$ cat src/rtl/simple_axi_write_arbiter_pkg.sv
`default_nettype none
// +----------------------------------------------------------------------+
// | simple_axi_write_arbiter_pkg                                         |
// | State encoding and ptr-width helper for the write arbiter.           |
// | Rev 1.0                                                              |
// +----------------------------------------------------------------------+
package simple_axi_write_arbiter_pkg;

  localparam logic [1:0] ST_IDLE = 2'd0;
  localparam logic [1:0] ST_LOCK = 2'd1;
  localparam logic [1:0] ST_GAP  = 2'd2;

  // Width of a requester index; never less than one bit.
  function automatic int ptr_width(input int n);
    return (n > 1) ? $clog2(n) : 1;
  endfunction

endpackage
`default_nettype wire

$ cat src/rtl/simple_axi_write_arbiter_rr_pick.sv
`default_nettype none
// +----------------------------------------------------------------------+
// | rr_pick                                                              |
// | Round-robin winner: first request at or above ptr, wrapping.         |
// | Rev 1.0                                                              |
// +----------------------------------------------------------------------+
module rr_pick
  import simple_axi_write_arbiter_pkg::*;
#(
  parameter int N_REQ = 2,
  parameter int IDX_W = 1
) (
  input  logic [N_REQ-1:0] req_i,
  input  logic [IDX_W-1:0] ptr_i,
  output logic [N_REQ-1:0] win_o,
  output logic [IDX_W-1:0] win_idx_o
);

  localparam logic [IDX_W:0] C_N_REQ = (IDX_W+1)'(N_REQ);

  logic             found;
  logic [IDX_W:0]   cand;

  always_comb begin
    win_o     = '0;
    win_idx_o = '0;
    found     = 1'b0;
    cand      = '0;
    for (int k = 0; k < N_REQ; k++) begin
      cand = {1'b0, ptr_i} + (IDX_W+1)'(k);
      if (cand >= C_N_REQ) begin
        cand = cand - C_N_REQ;
      end
      if (!found && req_i[cand[IDX_W-1:0]]) begin
        found                     = 1'b1;
        win_o[cand[IDX_W-1:0]]    = 1'b1;
        win_idx_o                 = cand[IDX_W-1:0];
      end
    end
  end

endmodule
`default_nettype wire

$ cat src/rtl/simple_axi_write_arbiter.sv
`default_nettype none
// +----------------------------------------------------------------------+
// | simple_axi_write_arbiter                                             |
// | Locked round-robin arbiter of N simple-AXI writers onto one bridge.  |
// | Rev 1.0                                                              |
// +----------------------------------------------------------------------+
module simple_axi_write_arbiter
  import simple_axi_write_arbiter_pkg::*;
#(
  parameter int N_REQ      = 2,
  parameter int AXI_ADDR_W = 32,
  parameter int AXI_DATA_W = 32,
  parameter int LEN_W      = 8
) (
  input  logic                           clk_i,
  input  logic                           rst_i,
  input  logic [N_REQ-1:0]               r_wvalid_i,
  output logic [N_REQ-1:0]               r_wready_o,
  input  logic [N_REQ*AXI_ADDR_W-1:0]    r_waddr_i,
  input  logic [N_REQ*AXI_DATA_W-1:0]    r_wdata_i,
  input  logic [N_REQ*AXI_DATA_W/8-1:0]  r_wstrb_i,
  input  logic [N_REQ*LEN_W-1:0]         r_wlen_i,
  output logic [N_REQ-1:0]               r_wlast_o,
  output logic                           m_wvalid_o,
  input  logic                           m_wready_i,
  output logic [AXI_ADDR_W-1:0]          m_waddr_o,
  output logic [AXI_DATA_W-1:0]          m_wdata_o,
  output logic [AXI_DATA_W/8-1:0]        m_wstrb_o,
  output logic [LEN_W-1:0]               m_wlen_o,
  input  logic                           m_wlast_i,
  output logic [N_REQ-1:0]               grant_o,
  output logic                           busy_o
);

  localparam int IDX_W  = ptr_width(N_REQ);
  localparam int STRB_W = AXI_DATA_W / 8;
  localparam logic [IDX_W-1:0] C_LAST_IDX = IDX_W'(N_REQ - 1);

  logic [1:0]       state_q, state_d;
  logic [N_REQ-1:0] grant_q, grant_d;
  logic [IDX_W-1:0] owner_q, owner_d;
  logic [IDX_W-1:0] ptr_q,   ptr_d;

  logic [N_REQ-1:0] pick_onehot;
  logic [IDX_W-1:0] pick_idx;
  logic             in_lock;
  logic             xfer_done;

  logic [AXI_ADDR_W-1:0] req_addr [N_REQ];
  logic [AXI_DATA_W-1:0] req_data [N_REQ];
  logic [STRB_W-1:0]     req_strb [N_REQ];
  logic [LEN_W-1:0]      req_len  [N_REQ];

  for (genvar gi = 0; gi < N_REQ; gi++) begin : g_slice
    assign req_addr[gi] = r_waddr_i[gi*AXI_ADDR_W +: AXI_ADDR_W];
    assign req_data[gi] = r_wdata_i[gi*AXI_DATA_W +: AXI_DATA_W];
    assign req_strb[gi] = r_wstrb_i[gi*STRB_W     +: STRB_W];
    assign req_len[gi]  = r_wlen_i [gi*LEN_W      +: LEN_W];
  end

  rr_pick #(
    .N_REQ (N_REQ),
    .IDX_W (IDX_W)
  ) u_rr_pick (
    .req_i     (r_wvalid_i),
    .ptr_i     (ptr_q),
    .win_o     (pick_onehot),
    .win_idx_o (pick_idx)
  );

  assign in_lock = (state_q == ST_LOCK);

  // Outside LOCK grant_q is zero, so the AND-OR mux yields all-zero m_*.
  always_comb begin
    m_wvalid_o = 1'b0;
    m_waddr_o  = '0;
    m_wdata_o  = '0;
    m_wstrb_o  = '0;
    m_wlen_o   = '0;
    for (int i = 0; i < N_REQ; i++) begin
      if (in_lock && grant_q[i]) begin
        m_wvalid_o = m_wvalid_o | r_wvalid_i[i];
        m_waddr_o  = m_waddr_o  | req_addr[i];
        m_wdata_o  = m_wdata_o  | req_data[i];
        m_wstrb_o  = m_wstrb_o  | req_strb[i];
        m_wlen_o   = m_wlen_o   | req_len[i];
      end
    end
  end

  assign r_wready_o = in_lock ? (grant_q & {N_REQ{m_wready_i}}) : '0;
  assign r_wlast_o  = in_lock ? (grant_q & {N_REQ{m_wlast_i}})  : '0;
  assign grant_o    = grant_q;
  assign busy_o     = (state_q != ST_IDLE);

  assign xfer_done = in_lock & m_wvalid_o & m_wready_i & m_wlast_i;

  always_comb begin
    state_d = state_q;
    grant_d = grant_q;
    owner_d = owner_q;
    ptr_d   = ptr_q;
    case (state_q)
      ST_IDLE: begin
        if (|r_wvalid_i) begin
          grant_d = pick_onehot;
          owner_d = pick_idx;
          state_d = ST_LOCK;
        end
      end
      ST_LOCK: begin
        if (xfer_done) begin
          grant_d = '0;
          state_d = ST_GAP;
          ptr_d   = (owner_q == C_LAST_IDX) ? '0 : owner_q + IDX_W'(1);
        end
      end
      ST_GAP: begin
        state_d = ST_IDLE;
      end
      default: begin
        grant_d = '0;
        state_d = ST_IDLE;
      end
    endcase
  end

  always_ff @(posedge clk_i) begin
    if (rst_i) begin
      state_q <= ST_IDLE;
      grant_q <= '0;
      owner_q <= '0;
      ptr_q   <= '0;
    end else begin
      state_q <= state_d;
      grant_q <= grant_d;
      owner_q <= owner_d;
      ptr_q   <= ptr_d;
    end
  end

endmodule
`default_nettype wire

$ cat config.mk
export PLATFORM = sky130hd
export DESIGN_NAME = simple_axi_write_arbiter
export DESIGN_NICKNAME = d
export VERILOG_FILES = /design/src/rtl/simple_axi_write_arbiter_pkg.sv /design/src/rtl/simple_axi_write_arbiter_rr_pick.sv /design/src/rtl/simple_axi_write_arbiter.sv
export SDC_FILE = /design/constraint.sdc
export NUM_CORES = 1
export LEC_CHECK = 0
export CAP_MARGIN = 20
export CORE_AREA = 3 3 93 95
export DETAILED_ROUTE_END_ITERATION = 7
export DIE_AREA = 0 0 96 98
export PLACE_DENSITY = 0.67
export RECOVER_POWER = 25
export SLEW_MARGIN = 20
export SYNTH_ARGS = -nofsm -noshare
export SYNTH_HDL_FRONTEND = slang
export SYNTH_HIERARCHICAL = 1
export SYNTH_SLANG_ARGS = --single-unit
$ cat constraint.sdc
create_clock -name clk_i -period 1.66 [get_ports clk_i]
set_input_delay 0.166 -clock clk_i [delete_from_list [all_inputs] [get_ports clk_i]]
set_output_delay 0.166 -clock clk_i [all_outputs]
set_load 0.01 [all_outputs]
==> results.cfg <==
[global_routing]
use_met2 = 0.323
grt_overflow = 0
grt_max_degree = 21
grt_util_all_layers = 0.172
grt_antenna_before_repair = 0
gr-usage-met1 = 0.193
use_met3 = 0.0408
grt_pass1_vias = 2300
grt_busiest_layer = met2
grt_pass1_wl_microns = 12600

[power]
finalPower_mw = 1.29
p_leak_nw = 1.69
peakVddDrop_mv = 0.285
clkPwrFrac = 0.171
netSwitchingPower_mw = 0.376
combPwrFrac = 0.703
p_sw_frac = 0.292
p_int_mw = 0.911
power.share.sequential = 0.125
p_per_area_mw_per_mm2 = 353

[yosys]
synth_area_sq_mm = 0.00118
synthDistinctLibCells = 27
seq_area_frac_synth = 0.102
yosysWarnings = 6
avgSynthCellArea_sq_um = 8.67
ys_ff_latch = 6
syn_nets = 294
syn_inst = 136

[worst_setup_path]
path_max_fanout = 10
reg2regPathDepth = 4
endpoint = m_waddr_o[28]
worstReg2RegEnd = grant_o[1]
crit_type = reg -> out
cp-start-kind = flop
crit_required_ns = 1.49
reg2reg_from = state_q[1]
end_kind = output port
startpoint = state_q[0]
r2r_slack_ns = 0.24
arrival_ns = 1.56

[final_layout]
postLayoutCoreUtil = 0.467
finalNetCount = 548
drive_above_1_share = 0.278
area_growth_pct = 210
multi_input_area_sq_um = 887
ff_latch_area_sq_um = 121
diodes = 0
fillCellCount = 768

[die]
initial_core_util = 0.151
die_h_microns = 98
core_sq_mm = 0.00781
fp.dieW_microns = 96
fp.dieArea_sq_mm = 0.00941
pin_count = 242
row_count = 32

[status]
status = finished, violations left
failed_checks = negative setup slack

[clock_network]
clock_insertion_delay_worst_skew_ns = 0.22
cts_tree = yes
cts_htree_levels = 1
clock_path_buffers = 2
cts_buffers = 3
clock-sinks = 6
cts_hold_buf = 0
path_clk_slew_ns = 0.04
clockRootBuffer = clkbuf_8

[sta]
setup_viol_count_final = 20
period_needed_ns = 1.73
worst_slew_pin_slew_ns = 0.259
layout_setup_ws_ns = -0.0680
hold_viol_final = 0
timing.fmax_mhz = 579
grt_setup_unrepaired = yes
maxSlewHeadroom = 0.825
drv_slew = 0
skew_ns = 0.00175
post-route-period-util = 1.04

[place]
gp_congestion = 0.806
dp_slack_ns = -0.139
io_buffers = 241
place_hpwl_microns = 6790

[routing]
wl_per_cell_microns = 18.1
drc_errors = 0
dr.pass1.iters = 4
drt-vias-per-instance = 4.55
drtAntennaViolNets = 0
drt-initial-drc-count = 39
wl_microns = 8860
num_vias = 2228

[min_path]
min_path_type = reg -> reg

[run]
cap_violations = 0
==> logic make-up (layout without fill, tap and decap cells) <==
group,Yosys count,in the layout,synth area share
DFF,6,6,0.102
and+or+nand+nor,21,21,0.113
AOI/OAI and AO/OA,87,87,0.638
buffers and inverters,22,274,0.148
==> metal layers <==
layer | wire [microns] | up-vias
met3 | 914 | 9
met5 | 0 | -
met1 | 3330 | 1008
li1 | - | 1083
met4 | 75 | 0
met2 | 4550 | 128
==> state kept, by name (all words and copies together), names as in the netlist <==
register / flops
grant_o: 2
state_q: 2
owner_q: 1
ptr_q: 1
==> cells in the mapped netlist (all sizes together) <==
| cell type | number | area share |
|---|---|---|
| a22o | 76 | 0.56 |
| buf | 18 | 0.13 |
| dfxtp | 6 | 0.10 |
| and3 | 4 | 0.021 |
| inv | 4 | 0.013 |
| nor2 | 4 | 0.013 |
| a21boi | 3 | 0.022 |
| and2 | 2 | 0.013 |
| nand2 | 2 | 0.0064 |
| nand3b | 2 | 0.013 |
| o32ai | 2 | 0.015 |
| a21oi | 1 | 0.0042 |
| a22oi | 1 | 0.0064 |
| a311oi | 1 | 0.0074 |
| nand2b | 1 | 0.0053 |
| nor2b | 1 | 0.012 |
| nor3b | 1 | 0.0064 |
| nor4 | 1 | 0.0053 |
| o21ai | 1 | 0.0042 |
| o31a | 1 | 0.0074 |
| o31ai | 1 | 0.0064 |
| or2 | 1 | 0.0053 |
| or3 | 1 | 0.0053 |
| or3b | 1 | 0.0074 |
==> final cells by class <==
cell class / instances / share of cell area
flip-flops and latches: 6 / 0.0333
well taps: 102 / 0.0350
inverters: 4 / 0.00411
multi-input cells: 108 / 0.243
clock buffers: 3 / 0.0113
repair buffers: 267 / 0.673
==> worst min path at each step <==
stage            start  endpoint  slack (ns)  depth (start not counted)
2_1_floorplan    rst_i   owner_q        0.24                          1
3_3_place_gp   owner_q     ptr_q        0.44                          1
3_5_place_dp   owner_q     ptr_q        0.44                          1
4_1_cts        owner_q     ptr_q        0.45                          1
5_1_grt        owner_q     ptr_q        0.47                          1
6_report       owner_q     ptr_q        0.45                          1
==> critical path, cell delays in order (launching register included) <==
cell	delay, ns
dfxtp_2	0.31
nor2b_4	0.12
and2_4	0.15
buf_12	0.13
buf_8	0.12
buf_16	0.14
a22o_1	0.22
buf_2	0.14
==> repair_timing <==
action / 4_1_cts / 5_1_grt
pin swaps: 4 / 20
endpoints found under the hold margin: 0 / 0
setup endpoints to repair: 82 / 60
setup buffers: 6 / 0
cloned: 6 / 2
resized for setup: 319 / 8
==> metrics by stage <==
stage | TNS, ns | instances | area [sq um] | hold WS, ns
3_3_place_gp | -5.83 | 474 | 3710 | 0.437
6_report | -1.12 | 490 | 3650 | 0.445
3_5_place_dp | -7.69 | 474 | 3710 | 0.442
5_1_grt | -2.32 | 490 | 3650 | 0.470
2_1_floorplan | 0 | 136 | 1180 | 0.235
4_1_cts | -1.41 | 489 | 3610 | 0.447
==> power by group through the flow <==
| stage | logic (mW) | registers [mW] | clock network [mW] |
|---|---|---|---|
| 6_report | 0.905 | 0.161 | 0.220 |
| 3_3_place_gp | 0.917 | 0.162 | 0 |
| 3_5_place_dp | 0.925 | 0.163 | 0 |
| 4_1_cts | 0.912 | 0.162 | 0.225 |
| 5_1_grt | 0.969 | 0.163 | 0.233 |
| 2_1_floorplan | 0.277 | 0.168 | 0 |
==> layout by cell type, fill, tap and decap left out, types with 3 or more instances in the layout <==
| master | count |
|---|---|
| dlygate4sd2_1 | 5 |
| buf_6 | 7 |
| clkdlybuf4s50_1 | 157 |
| a22o_1 | 76 |
| clkbuf_8 | 3 |
| buf_4 | 9 |
| inv_1 | 4 |
| buf_2 | 71 |
| buf_12 | 6 |
| buf_16 | 4 |
| nor2_1 | 4 |
| dfxtp_1 | 5 |
| and3_1 | 4 |
No activity file was read; power rests on OpenSTA's default activity.
